`src/rtl/hazard_controller.sv`:
```
// Hazard detection and pipeline control for a 5-stage in-order pipeline.
// Stall/flush controls are combinational; state, counters and timeout are registered.
module hazard_controller #(
  parameter int FORWARDING = 1,
  parameter int RF_BYPASS  = 0,
  parameter int MAX_STALL  = 7
) (
  input  logic        clk,
  input  logic        reset,
  input  logic [4:0]  id_rs,
  input  logic [4:0]  id_rt,
  input  logic        id_uses_rt,
  input  logic        ex_mem_read,
  input  logic        ex_reg_write,
  input  logic [4:0]  ex_dest,
  input  logic        mem_reg_write,
  input  logic [4:0]  mem_dest,
  input  logic        wb_reg_write,
  input  logic [4:0]  wb_dest,
  input  logic        redirect,
  output logic        pc_en,
  output logic        if_id_en,
  output logic        if_id_flush,
  output logic        id_ex_flush,
  output logic        ex_mem_flush,
  output logic [1:0]  state,
  output logic [15:0] stall_cnt,
  output logic [15:0] flush_cnt,
  output logic        stall_timeout
);

  typedef enum logic [1:0] {RUN = 2'd0, STALL = 2'd1, FLUSH = 2'd2} state_t;

  localparam logic        FWD       = (FORWARDING != 0);
  localparam logic        WB_HAZ    = (RF_BYPASS == 0);
  localparam logic [16:0] RUN_LIMIT = 17'(MAX_STALL);

  function automatic logic src_match(input logic [4:0] dest, input logic [4:0] rs,
                                     input logic [4:0] rt, input logic uses_rt);
    return (dest != 5'd0) && ((rs == dest) || (uses_rt && (rt == dest)));
  endfunction

  function automatic logic [15:0] sat_inc(input logic [15:0] v);
    return (v == 16'hFFFF) ? v : v + 16'd1;
  endfunction

  state_t      state_q;
  logic [15:0] run_cnt;
  logic        ex_hit, mem_hit, wb_hit;
  logic        fwd_hazard, nofwd_hazard, hazard, stall_cycle;

  always_comb begin
    ex_hit       = src_match(ex_dest, id_rs, id_rt, id_uses_rt);
    mem_hit      = src_match(mem_dest, id_rs, id_rt, id_uses_rt);
    wb_hit       = src_match(wb_dest, id_rs, id_rt, id_uses_rt);
    // Only a load in EX can hurt when results are forwarded from EX/MEM onward.
    fwd_hazard   = ex_mem_read && ex_hit;
    nofwd_hazard = (ex_reg_write && ex_hit) || (mem_reg_write && mem_hit) ||
                   (WB_HAZ && wb_reg_write && wb_hit);
    hazard       = FWD ? fwd_hazard : nofwd_hazard;
    stall_cycle  = hazard && !redirect;
  end

  always_comb begin
    pc_en        = 1'b1;
    if_id_en     = 1'b1;
    if_id_flush  = 1'b0;
    id_ex_flush  = 1'b0;
    ex_mem_flush = 1'b0;
    if (redirect) begin
      if_id_flush  = 1'b1;
      id_ex_flush  = 1'b1;
      ex_mem_flush = 1'b1;
    end else if (hazard) begin
      pc_en       = 1'b0;
      if_id_en    = 1'b0;
      id_ex_flush = 1'b1;
    end
  end

  assign state = state_q;

  always_ff @(posedge clk or negedge reset) begin
    if (!reset) begin
      state_q       <= RUN;
      stall_cnt     <= 16'd0;
      flush_cnt     <= 16'd0;
      run_cnt       <= 16'd0;
      stall_timeout <= 1'b0;
    end else begin
      if (redirect)    state_q <= FLUSH;
      else if (hazard) state_q <= STALL;
      else             state_q <= RUN;

      if (redirect) flush_cnt <= sat_inc(flush_cnt);

      // Timeout fires on the edge that takes the run past MAX_STALL.
      if (stall_cycle) begin
        stall_cnt <= sat_inc(stall_cnt);
        run_cnt   <= sat_inc(run_cnt);
        if ({1'b0, run_cnt} >= RUN_LIMIT) stall_timeout <= 1'b1;
      end else begin
        run_cnt <= 16'd0;
      end
    end
  end

endmodule
```
`config.mk`:
```
export PLATFORM = sky130hd
export DESIGN_NAME = hazard_controller
export DESIGN_NICKNAME = d
export VERILOG_FILES = /design/src/rtl/hazard_controller.sv
export SDC_FILE = /design/constraint.sdc
export NUM_CORES = 1
export LEC_CHECK = 0
export BUFFER_PORTS_ARGS = -buffer_cell sky130_fd_sc_hd__buf_4
export CORE_MARGIN = 3
export CORE_UTILIZATION = 40
export CTS_BUF_LIST = sky130_fd_sc_hd__clkbuf_16
export CTS_CLUSTER_DIAMETER = 100
export DETAILED_ROUTE_END_ITERATION = 10
export PLACE_DENSITY = 0.63
export SKIP_CTS_REPAIR_TIMING = 1
export SLEW_MARGIN = 30
export SYNTH_ARGS = -nofsm -noshare
export SYNTH_HDL_FRONTEND = slang
export SYNTH_SLANG_ARGS = --single-unit
```
`constraint.sdc`:
```
create_clock -name clk -period 4.9 [get_ports clk]
set_clock_uncertainty 0.1 [all_clocks]
set_input_delay 0.98 -clock clk [delete_from_list [all_inputs] [get_ports clk]]
set_output_delay 0.98 -clock clk [all_outputs]
set_load 0.005 [all_outputs]
```
==> out/metrics.csv <==
metric,value,unit
status,finished clean,
place_congestion,0.783,
synthTopCellsByArea,"dfrtp_1, xnor2_1, nand3_1, nand4_1, nor2_1",
die_h,89.0,um
worst_setup_path_end_kind,primary output,
drc,0,
setup_viol,0,
post_dp_cell_area,0.00326,mm^2
dieArea,0.00792,mm^2
grt_max_degree,52,
vias,2190,
core_area,0.00649,mm^2
hold_class,flip-flop to flip-flop,
avgSynthCellArea,10.1,um^2
max_cap_violations,0,
synth_top_area_share,46.3,%
port_buffers,59,
grtUsageTotal,15.8,%
synth.top_cells.by_count,"dfrtp_1, xnor2_1, nor2_1, nand3_1",
clk_pin_slew,70,ps
antenna_found_initial,0,
irDropWorstVdd,0.234,mV
multiInputGateArea,0.00142,mm^2
start_util,42.4,%
rows,29,
nFillCells,601,
yosysTopAreaCell,dfrtp_1,
timing.rr.start,stall_cnt[0],
dp_hpwl,4160,um
critPathMostFrequentCell,buf_4,
yosys.cell_types.count,45,
finalCritPeriodShare,73.6,%
synth_edf_count,0,
min_period,3610,ps
viasPerCell,5.33,
powerDensity,312,mW/mm^2
antennaDiodeCount,0,
clock_sinks,51,
grt_setup_unrepaired,false,
seq_area,0.00128,mm^2
drt_wl_total,5690,um
cp_cell_sequence,buf_4 -> or4_4 -> o21ai_4 -> nor2_1 -> nand2_2 -> buf_4,
synth_cells,274,
final.setup.tns,0,ps
finalHoldViolations,0,
ant_nets,0,
fmax,277,MHz
syn_nets,310,
numCtsBuffers,5,
min_path_cells,1,
fin_util,52.8,%
nets,369,
die_w,89.0,um
synthesis.area,0.00276,mm^2
power_leakage,0.00147,uW
grt-ovfl-total,0,
start_kind,input port,
cp_data_arrival_time,2530,ps
ys.flop_type,dfrtp_1,
layout-drive-gt1-share,26.9,%
slowest_stage,or4_4,
area_growth,24.3,%
synth_warnings,0,
drt-initial-drc-count,117,
cts_tree,yes,
clock_latency,290,ps
finalInstanceArea,0.00343,mm^2
crit_fanout,19,
required,3820,ps
io_pins,73,
max_stage_delay,540,ps
crit_start,ex_dest[1],
cts-htree-levels,2,
r2r_cells,6,
drv_slew,0,
path_class,input port to primary output,
grt_pass1_vias,2028,
synth_most_common_cell,dfrtp_1,
slew_headroom,57.2,%
synth-seq-cells,51,
cts_buffer_depth,2,
drtPass1Iterations,4,
root_buffer,clkbuf_16,
grt_pass1_wl,9800,um
ys_seq_area_share,46.3,%
hold_path_startpoint,stall_timeout,
async_flop_share,100,%
wl_per_cell,13.8,um
tightest_slew,642,ps
metal layers:
layer / wire (um) / GRT usage (%) / up-vias
met4: 62 / 5.68 / 0
met1: 2660 / 22.1 / 1044
li1: - / - / 1096
met2: 2700 / 24.2 / 46
met3: 265 / 3.50 / 4
met5: 0 / 0 / -
power by group:
group	internal, uW	switching, uW
clock network	243	158
registers	456	54.1
logic	94.6	65.0
total	793	277
final cells by class:
class                   instances  share of cell area [%]
multi-input cells             211                    41.4
flip-flops and latches         51                    37.2
repair buffers                 60                    13.1
clock buffers                   5                    3.65
well taps                      77                    2.81
clock inverters                 3                    1.35
inverters                       4                   0.438
cells in the final DEF (no fill, tap or decap), types with 3 or more instances in the layout:
master     synthesis  routed
a211oi_1           3       3
a21oi_1            7       7
and2_1             3       3
and3_1             7       7
and4_1             6       6
buf_4              4      60
clkbuf_16          0       5
dfrtp_1           51      51
ha_1               3       3
inv_1              4       4
mux2_2             6       6
nand2_1           20      20
nand3_1           25      25
nand4_1           20      20
nor2_1            27      27
nor3_1             5       5
o21ai_0            5       5
xnor2_1           34      34
xor2_1             9       9
final timing paths:
path	end	slack, ps
setup / recovery	pc_en	1290
hold / removal	stall_timeout	370
setup reg to reg	stall_cnt[1]	2600
hold reg to reg	stall_timeout	370
max in group asynchronous	stall_cnt[4]	3650
min in group asynchronous	stall_cnt[5]	600
per-stage QoR:
stage               setup WS, ps  total power [uW]  instances  hold slack (ps)
floorplan                   1550               581        274              366
global placement            1270               679        403              375
detailed placement          1250               681        403              365
CTS                         1250              1090        411              381
global route                1140              1130        411              398
finish                      1290              1070        411              375
worst max-delay path, delay by kind of cell:
family / cells / cell delay, ps
buffers and inverters: 2 / 310
and+or+nand+nor: 3 / 980
AOI/OAI and AO/OA: 1 / 250
flip-flops by register name (all words and copies together) (netlist names):
signal,flops
state,2
run_cnt,16
flush_cnt,16
stall_timeout,1
stall_cnt,16
logic make-up after synthesis:
group	after synthesis	share of synthesized area (%)
AO/OA/AOI/OAI	27	7.17
XOR/XNOR	43	13.7
adder cells (fa/ha/maj)	3	1.36
buffers and inverters	12	2.27
flip-flops	51	46.3
multiplexers	7	2.81
AND/OR/NAND/NOR	131	26.4
(Power assumes the default switching activity.)
